File: src/rtl/uart_pkg.sv
// Shared UART definitions: parity encodings, receiver state type and frame bit counts.
package uart_pkg;

  typedef enum logic [1:0] {
    PAR_NONE0 = 2'b00,
    PAR_ODD   = 2'b01,
    PAR_EVEN  = 2'b10,
    PAR_NONE3 = 2'b11
  } parity_t;

  typedef enum logic [2:0] {
    IDLE,
    START,
    DATA,
    PARITY,
    STOP,
    WAIT_IDLE
  } rx_state_t;

  localparam int unsigned DATA_BITS_7 = 7;
  localparam int unsigned DATA_BITS_8 = 8;
  localparam int unsigned STOP_BITS_1 = 1;
  localparam int unsigned STOP_BITS_2 = 2;

  function automatic logic parity_en(input logic [1:0] p);
    return (p == PAR_ODD) || (p == PAR_EVEN);
  endfunction

endpackage

File: src/rtl/uart_rx_sync.sv
// Two-flop synchronizer for the serial line plus a registered falling-edge detect.
module uart_rx_sync (
  input  logic clk,
  input  logic rst,
  input  logic rx_in,
  output logic rx_sync,
  output logic rx_fall
);

  logic sync1, sync2, sync_d;

  always_ff @(posedge clk or posedge rst) begin
    if (rst) begin
      sync1  <= 1'b1;
      sync2  <= 1'b1;
      sync_d <= 1'b1;
    end else begin
      sync1  <= rx_in;
      sync2  <= sync1;
      sync_d <= sync2;
    end
  end

  assign rx_sync = sync2;
  assign rx_fall = sync_d & ~sync2;

endmodule

File: src/rtl/uart_rx_sipo.sv
// Oversampling UART receiver (7/8 data bits, optional parity, 1/2 stop bits).
// Define UART_RX_PARITY_CHECK_EN to report parity mismatches on parity_error.
module uart_rx_sipo
  import uart_pkg::*;
#(
  parameter int unsigned OVERSAMPLE = 16
) (
  input  logic       clk,
  input  logic       rst,
  input  logic       tick_os,
  input  logic       rx_in,
  input  logic [1:0] parity_type,
  input  logic       stop_bits,
  input  logic       data_length,
  output logic [7:0] data_out,
  output logic       rx_done,
  output logic       rx_active,
  output logic       parity_error,
  output logic       framing_error
);

  localparam int unsigned CW = $clog2(OVERSAMPLE);
  localparam logic [CW-1:0] MID  = CW'(OVERSAMPLE / 2 - 1);
  localparam logic [CW-1:0] LAST = CW'(OVERSAMPLE - 1);

  rx_state_t     state, state_n;
  logic [CW-1:0] tick_cnt;
  logic [2:0]    bit_cnt;
  logic [7:0]    data_q;
  logic          len8_q, two_stop_q, par_en_q, frame_err_q;
  logic          rx_bit, rx_fall;
  logic          mid_tick, last_data, last_stop;
  logic          start_det, glitch, frame_end;

  uart_rx_sync u_sync (
    .clk     (clk),
    .rst     (rst),
    .rx_in   (rx_in),
    .rx_sync (rx_bit),
    .rx_fall (rx_fall)
  );

  assign mid_tick  = tick_os && (tick_cnt == MID);
  assign last_data = bit_cnt == (len8_q ? 3'(DATA_BITS_8 - 1) : 3'(DATA_BITS_7 - 1));
  assign last_stop = bit_cnt == (two_stop_q ? 3'(STOP_BITS_2 - 1) : 3'(STOP_BITS_1 - 1));
  assign start_det = (state == IDLE) && rx_fall;
  assign glitch    = (state == START) && mid_tick && rx_bit;
  assign frame_end = (state == STOP) && mid_tick && last_stop;

  always_ff @(posedge clk or posedge rst) begin
    if (rst) state <= IDLE;
    else     state <= state_n;
  end

  always_comb begin
    state_n = state;
    unique case (state)
      IDLE:      if (rx_fall) state_n = START;
      START:     if (mid_tick) state_n = rx_bit ? IDLE : DATA;
      DATA:      if (mid_tick && last_data) state_n = par_en_q ? PARITY : STOP;
      PARITY:    if (mid_tick) state_n = STOP;
      STOP:      if (mid_tick && last_stop) state_n = rx_bit ? IDLE : WAIT_IDLE;
      WAIT_IDLE: if (rx_bit) state_n = IDLE;
      default:   state_n = IDLE;
    endcase
  end

  // The tick counter free-runs through the frame so every later sample lands on a bit midpoint.
  always_ff @(posedge clk or posedge rst) begin
    if (rst) begin
      tick_cnt      <= '0;
      bit_cnt       <= '0;
      data_q        <= '0;
      len8_q        <= 1'b0;
      two_stop_q    <= 1'b0;
      par_en_q      <= 1'b0;
      frame_err_q   <= 1'b0;
      data_out      <= '0;
      rx_done       <= 1'b0;
      rx_active     <= 1'b0;
      framing_error <= 1'b0;
    end else begin
      rx_done <= frame_end;
      if (start_det)    tick_cnt <= '0;
      else if (tick_os) tick_cnt <= (tick_cnt == LAST) ? '0 : tick_cnt + 1'b1;

      if (state_n != state) bit_cnt <= '0;
      else if (mid_tick && (state == DATA || state == STOP)) bit_cnt <= bit_cnt + 3'd1;

      if (start_det) begin
        rx_active   <= 1'b1;
        len8_q      <= data_length;
        two_stop_q  <= stop_bits;
        par_en_q    <= parity_en(parity_type);
        data_q      <= '0;
        frame_err_q <= 1'b0;
      end
      if (glitch) rx_active <= 1'b0;
      if (state == DATA && mid_tick) data_q[bit_cnt] <= rx_bit;
      if (state == STOP && mid_tick && !rx_bit) frame_err_q <= 1'b1;
      if (frame_end) begin
        rx_active     <= 1'b0;
        data_out      <= data_q;
        framing_error <= frame_err_q | ~rx_bit;
      end
    end
  end

`ifdef UART_RX_PARITY_CHECK_EN
  logic par_odd_q, par_err_q;

  always_ff @(posedge clk or posedge rst) begin
    if (rst) begin
      par_odd_q    <= 1'b0;
      par_err_q    <= 1'b0;
      parity_error <= 1'b0;
    end else begin
      if (start_det) begin
        par_odd_q <= (parity_type == PAR_ODD);
        par_err_q <= 1'b0;
      end
      if (state == PARITY && mid_tick) par_err_q <= ((^data_q) ^ rx_bit) != par_odd_q;
      if (frame_end) parity_error <= par_err_q;
    end
  end
`else
  assign parity_error = 1'b0;
`endif

endmodule

File: config.mk
export PLATFORM = sky130hd
export DESIGN_NAME = uart_rx_sipo
export DESIGN_NICKNAME = d
export VERILOG_FILES = /design/src/rtl/uart_pkg.sv /design/src/rtl/uart_rx_sync.sv /design/src/rtl/uart_rx_sipo.sv
export SDC_FILE = /design/constraint.sdc
export NUM_CORES = 1
export LEC_CHECK = 0
export BUFFER_PORTS_ARGS = -buffer_cell sky130_fd_sc_hd__buf_2
export CAP_MARGIN = 20
export CORE_ASPECT_RATIO = 1.75
export CORE_MARGIN = 2
export CORE_UTILIZATION = 57
export CTS_CLUSTER_SIZE = 40
export DETAILED_ROUTE_END_ITERATION = 6
export HOLD_SLACK_MARGIN = 0.05
export PLACE_DENSITY_LB_ADDON = 0.15
export SETUP_SLACK_MARGIN = 0.5
export SKIP_CTS_REPAIR_TIMING = 1
export SLEW_MARGIN = 20
export SYNTH_ARGS = -nofsm -noshare
export SYNTH_HDL_FRONTEND = slang
export SYNTH_HIERARCHICAL = 1
export SYNTH_SLANG_ARGS = --single-unit
File: constraint.sdc
create_clock -name clk -period 2.1 [get_ports clk]
set_input_delay 0.315 -clock clk [delete_from_list [all_inputs] [get_ports clk]]
set_output_delay 0.315 -clock clk [all_outputs]
set_load 0.02 [all_outputs]
Word-level counts from Yosys, hierarchy flattened
Cells that the tools add are included.
- register bits after elaboration: 36
- output and inout bits: 12
- logic and storage cells: 81
- add/sub/neg operators: 2
- $lt $le $gt $ge: 2
- equality and inequality tests: 12
- muxes and demuxes: 27
- bitwise logic cells: 3
- reductions and logical operators: 20
- operators by type and width (cell ; count):
    $mux W3 ; 10
    $pmux W3 S6 ; 1
    $mux W8 ; 2
    $logic_and A1 B1 Y1 ; 12
    $mux W4 ; 3
    $bwmux W8 ; 1
    $mux W1 ; 8
    $eq A3 B2 Y1 const B ; 2
    $eq A3 B3 Y1 const B ; 2
    $reduce_bool A2 Y1 ; 3
    $add A4 B1 Y4 const B ; 1
    $eq A4 B3 Y1 const B ; 1
    $eq A4 B4 Y1 const B ; 1
    $lt A3 B4 Y1 const B ; 1
    $add A3 B1 Y3 const B ; 1
    $demux W1 S3 ; 1
    $eq A3 B1 Y1 ; 1
    $eq A3 B1 Y1 const B ; 1
    $eq A3 B3 Y1 ; 1
    $ge A3 B1 Y1 const B ; 1
    $logic_not A3 Y1 ; 1
    $ne A3 B3 Y1 ; 1
    $reduce_bool A3 Y1 ; 1
    $eq A2 B1 Y1 const B ; 1
    7 further kinds ; 8

Depth between registers and ports, before layout
- depth after elaboration: 7
- depth in mapped cells: 7
- gate-level depth less buffers: 6

Hierarchy
The synthesis kept the hierarchy.
- by module, submodules not included (module ; times used ; cells an instance ; area each (µm²) ; sequential area each (µm²)):
    uart_rx_sipo ; 1 ; 154 ; 1627.8 ; 825.8
    uart_rx_sync ; 1 ; 5 ; 96.3 ; 78.8

Least setup slack after synthesis
OpenSTA, ideal clock, no wires.
- path kind: register -> register
- from: reg tick_cnt[0]
- to: reg data_q[1]
- data arrival time: 1.577 ns
- required time: 1.960 ns
- setup slack: 0.383 ns
- cell stages (with the launch flop): 7
- buffers on the path: 0
- clock period less this slack: 1.717 ns
- path through: dfrtp_1 -> ha_1 -> and4b_1 -> and2_2 -> nand3_2 -> o311ai_0 -> o41ai_1
- cells in the longest elaborated chain, start to end: 4
- ends and longest elaborated chain (item ; RTL line ; RTL):
    start, declared ; uart_rx_sipo.sv:27 ; logic [CW-1:0] tick_cnt;
    start signal, assigned ; uart_rx_sipo.sv:85 ; else if (tick_os) tick_cnt <= (tick_cnt == LAST) ? '0 : tick_cnt + 1'b1;
    $eq A4 B3 Y1 ; uart_rx_sipo.sv:43 ; assign mid_tick = tick_os && (tick_cnt == MID);
    $logic_and A1 B1 Y1 ; uart_rx_sipo.sv:43 ;
    $logic_and A1 B1 Y1 ; uart_rx_sipo.sv:99 ; if (state == DATA && mid_tick) data_q[bit_cnt] <= rx_bit;
    $mux W8 ; uart_rx_sipo.sv:99 ;
    end signal, assigned by index ; uart_rx_sipo.sv:99 ;
    end, declared ; uart_rx_sipo.sv:29 ; logic [7:0] data_q;
Every way passes these cells.
A chain may end at the register's enable or synchronous reset.

Worst setup path after layout
- from: reg bit_cnt[2]
- to: reg bit_cnt[0]
- cells in the longest elaborated chain, start to end: 6
- elaborated cells between the ends (all ways): 10
- ends and longest elaborated chain (item ; RTL line ; RTL):
    start, declared ; uart_rx_sipo.sv:28 ; logic [2:0] bit_cnt;
    start signal, assigned ; uart_rx_sipo.sv:88 ; else if (mid_tick && (state == DATA || state == STOP)) bit_cnt <= bit_cnt + 3'd1;
    $eq A3 B1 Y1 or $eq A3 B3 Y1 (tied branches) ; uart_rx_sipo.sv:45, uart_rx_sipo.sv:44 ;
    $logic_and A1 B1 Y1, on equally long branches ; uart_rx_sipo.sv:62, uart_rx_sipo.sv:60 ;
    $mux W3, on equally long branches ; uart_rx_sipo.sv:62, uart_rx_sipo.sv:60 ;
    $pmux W3 S6 * ; uart_rx_sipo.sv:57 ; unique case (state)
    $ne A3 B3 Y1 * ; uart_rx_sipo.sv:87 ; if (state_n != state) bit_cnt <= '0;
    $mux W3 or $reduce_bool A2 Y1 (tied branches) ; -- ;
Every way passes the cells marked *; elsewhere a longest branch is shown, timed or not.

==> reports/qor.txt <==
combined area of all synthesized cells - 0.00172 mm2
run status - complete, no violations
RR Endpoint - bit_cnt[0]
Simple-Gate Fraction of Synth Area - 17.4%
overall fraction of global-route tracks in use - 23.6%
count of routing violations after the opening detailed-route iteration - 54
DRC viols - 0
final-report max-slew violation count - 0
post-layout min period - 1750 ps
Critical Path Source Type - flip-flop
pwr dens - 935 mW/mm2
largest net degree at the start of global routing - 34
R2R depth - 6
final routed wirelength across all metal layers - 4.17 mm
setup skew after layout - 6.40 ps
full die area - 0.00350 mm2
area inside the core boundary - 0.00290 mm2
count of final hold-check violations - 0
syn_nets - 169
I/O pin total - 20
number of clock buffers inserted by TritonCTS - 5
synthesized instance count - 159
GRT Residual Overflow - 0
area of the multi-input gates - 890 um2
class of the tightest hold or removal check - in2async
Ys Warns - 6
Net count, final - 204
category of the most critical setup path - reg2reg
global routing usage on met2 - 39.9%
CTS clk-pin slew, worst paths - 70 ps
CTS Root Cell - clkbuf_8
Seq/Total Area, Yosys - 52.5%
Antenna Cells - 0
Synth Area in Compound Gates - 14.5%
leading cell type in the layout, fill and taps excluded - dfrtp_1
register cell area after layout - 913 um2
met1 global-route usage - 23.8%
met3 Resource Use GR - 5.88%
Max clock buf depth - 2
H-tree lvl count - 2
layout overhead on the synthesized area - 28.7%
mux cell area share after synthesis - 6.39%
input/output buffers - 18
via count normalized by instance count - 6.17
final number of setup-violating endpoints - 0
main combinational cell family by area after synthesis - simple AND/OR/NAND/NOR gates
arithmetic-cell share of the synthesized area counting full adders, half adders and majority gates - 1.45%
endpoint class of the critical path - flip-flop
routed wirelength normalized by instance count - 18.7 um
fin crit share - 83.1%
setup tns final - 0 ps
TritonCTS clock tree - yes
fill cell count - 177
post-synthesis sequential element count - 36
via count - 1375
first drt pass iteration count - 4
Max rail drop VDD - 0.986 mV
upper clock frequency limit - 0.573 GHz
final setup slack of the worst path - 354 ps
average footprint of a synthesized cell - 10.8 um2
Die X-Extent - 45.6 um
GRT Max-Usage Layer - met2
# Max-Cap Violations - 0
flop-to-flop setup slack - 350 ps
number of sinks on the clock net - 36
number of antenna violations at the first check in global routing - 0
starting density of the core - 59.6%
number of cell rows - 26
post-placement worst setup slack - 284 ps
first-pass GRT wire length - 5.95 mm
HPWL Detailed - 2.50 mm
global placer's final weighted congestion - 0.942
xor-xnor portion of the synthesized cell area - 3.56%
clock latency of the later-clocked register in the worst-skew pair - 300 ps
commonest non-fill, non-tap cells in the layout - 26 x dfrtp_1, 18 x buf_2, 18 x buf_4
setup repair after global routing missed its margin - true
Worst EP arrival - 1950 ps
layout cell share with drive strength beyond 1 - 42.1%
post-synth cell types - 47
worst reg2reg path startpoint - bit_cnt[2]
required time reported for the critical path endpoint - 2310 ps
count of nets left with antenna violations after detail routing - 0
number of global-route vias before repair - 1322
worst-path fanout max - 7
Die H - 76.8 um
Leak - 1.10 nW
Core Util, Final - 76.7%
-- cell usage after synthesis, drive strengths merged --
| library cell | number | area [um2] |
|---|---|---|
| nor2 | 11 | 43.8 |
| nor3 | 8 | 50.1 |
| conb | 1 | 3.75 |
| a41oi | 1 | 8.76 |
| nand2 | 15 | 56.3 |
| buf | 5 | 27.5 |
| o311ai | 2 | 17.5 |
| nand2b | 3 | 18.8 |
| o31ai | 7 | 52.6 |
| and3 | 2 | 12.5 |
| nand3b | 2 | 18.8 |
| and4b | 1 | 10.0 |
| dfrtp | 33 | 826 |
| mux2i | 2 | 20.0 |
| mux2 | 8 | 90.1 |
| o211ai | 8 | 60.1 |
| a22o | 1 | 8.76 |
| nor4b | 1 | 8.76 |
| xor2 | 3 | 26.3 |
| or2 | 1 | 6.26 |
| or3 | 1 | 6.26 |
| nor2b | 2 | 20.0 |
| o41ai | 2 | 17.5 |
| a31oi | 3 | 18.8 |
| a311oi | 2 | 17.5 |
| and2 | 2 | 13.8 |
| o21a | 1 | 7.51 |
| ha | 2 | 25.0 |
| clkbuf | 5 | 18.8 |
| o21bai | 1 | 7.51 |
| a21oi | 3 | 15.0 |
| o21ai | 2 | 10.0 |
| nand4b | 1 | 15.0 |
| o32ai | 1 | 8.76 |
| inv | 6 | 22.5 |
| dfstp | 3 | 78.8 |
| xnor2 | 4 | 35.0 |
| nand3 | 3 | 20.0 |
-- kinds of logic (layout without fill, tap and decap cells) --
group | after synthesis | count (layout)
and+or+nand+nor | 53 | 53
DFF | 36 | 36
AOI/OAI and AO/OA | 34 | 34
buffers and inverters | 16 | 52
muxes | 10 | 10
xor gates and xnor gates | 7 | 7
adders and majority gates | 2 | 2
other | 1 | 1
-- state kept, by name (all words and copies together) (netlist names) --
name / cells
frame_err_q: 1
len8_q: 1
data_q: 8
rx_active: 1
par_en_q: 1
rx_done: 1
tick_cnt: 4
state: 3
u_sync/rx_sync: 1
bit_cnt: 3
framing_error: 1
data_out: 8
u_sync/sync1: 1
u_sync/sync_d: 1
two_stop_q: 1
-- where the power goes --
part	internal, mW	leakage, nW	switching, mW	total, mW
combinational	0.236	0.579	0.297	0.533
clock	0.351	0.0541	0.258	0.609
sequential	0.796	0.464	0.136	0.932
-- layer usage --
layer | part of all wire, % | wire (um) | vias up
met1 | 36 | 1520 | 684
met4 | 4.5 | 189 | 0
met5 | 0 | 0 | -
li1 | - | - | 639
met3 | 3.0 | 126 | 16
met2 | 56 | 2340 | 36
-- critical path, stage by stage (launching register included) --
cell and delay (ps):
dfrtp_2 450, and2_1 180, and3_1 220, a311oi_2 340, o211ai_1 130, buf_4 170
nor3_1 160
-- worst max-delay path by stage --
| stage | startpoint | to | cells past startpoint |
|---|---|---|---|
| 6_report | bit_cnt[2] | bit_cnt[0] | 6 |
| 5_1_grt | bit_cnt[0] | bit_cnt[0] | 6 |
| 4_1_cts | tick_cnt[0] | data_q[0] | 6 |
| 3_5_place_dp | tick_cnt[0] | data_q[0] | 6 |
| 3_3_place_gp | tick_cnt[0] | data_q[0] | 6 |
| 2_1_floorplan | tick_cnt[0] | data_out[0] | 6 |
-- area by class of cell --
| type | count | share of cell area (%) |
|---|---|---|
| Clock buffer | 5 | 3.10 |
| Clock inverter | 3 | 1.92 |
| Inverter | 6 | 1.01 |
| Multi-Input combinational cell | 107 | 40.1 |
| Sequential cell | 36 | 41.1 |
| Tap cell | 28 | 1.58 |
| Timing Repair Buffer | 38 | 11.2 |
-- metrics by stage --
stage / hold WS (ps) / power (mW) / std cells / cell area, um2
2_1_floorplan: 248 / 1.20 / 159 / 1740
3_3_place_gp: 347 / 1.29 / 199 / 1850
3_5_place_dp: 351 / 1.32 / 199 / 1850
4_1_cts: 66.2 / 1.93 / 207 / 1960
5_1_grt: 82.9 / 2.17 / 223 / 2220
6_report: 69.4 / 2.07 / 223 / 2220
No activity file was read; power rests on OpenSTA's default activity.
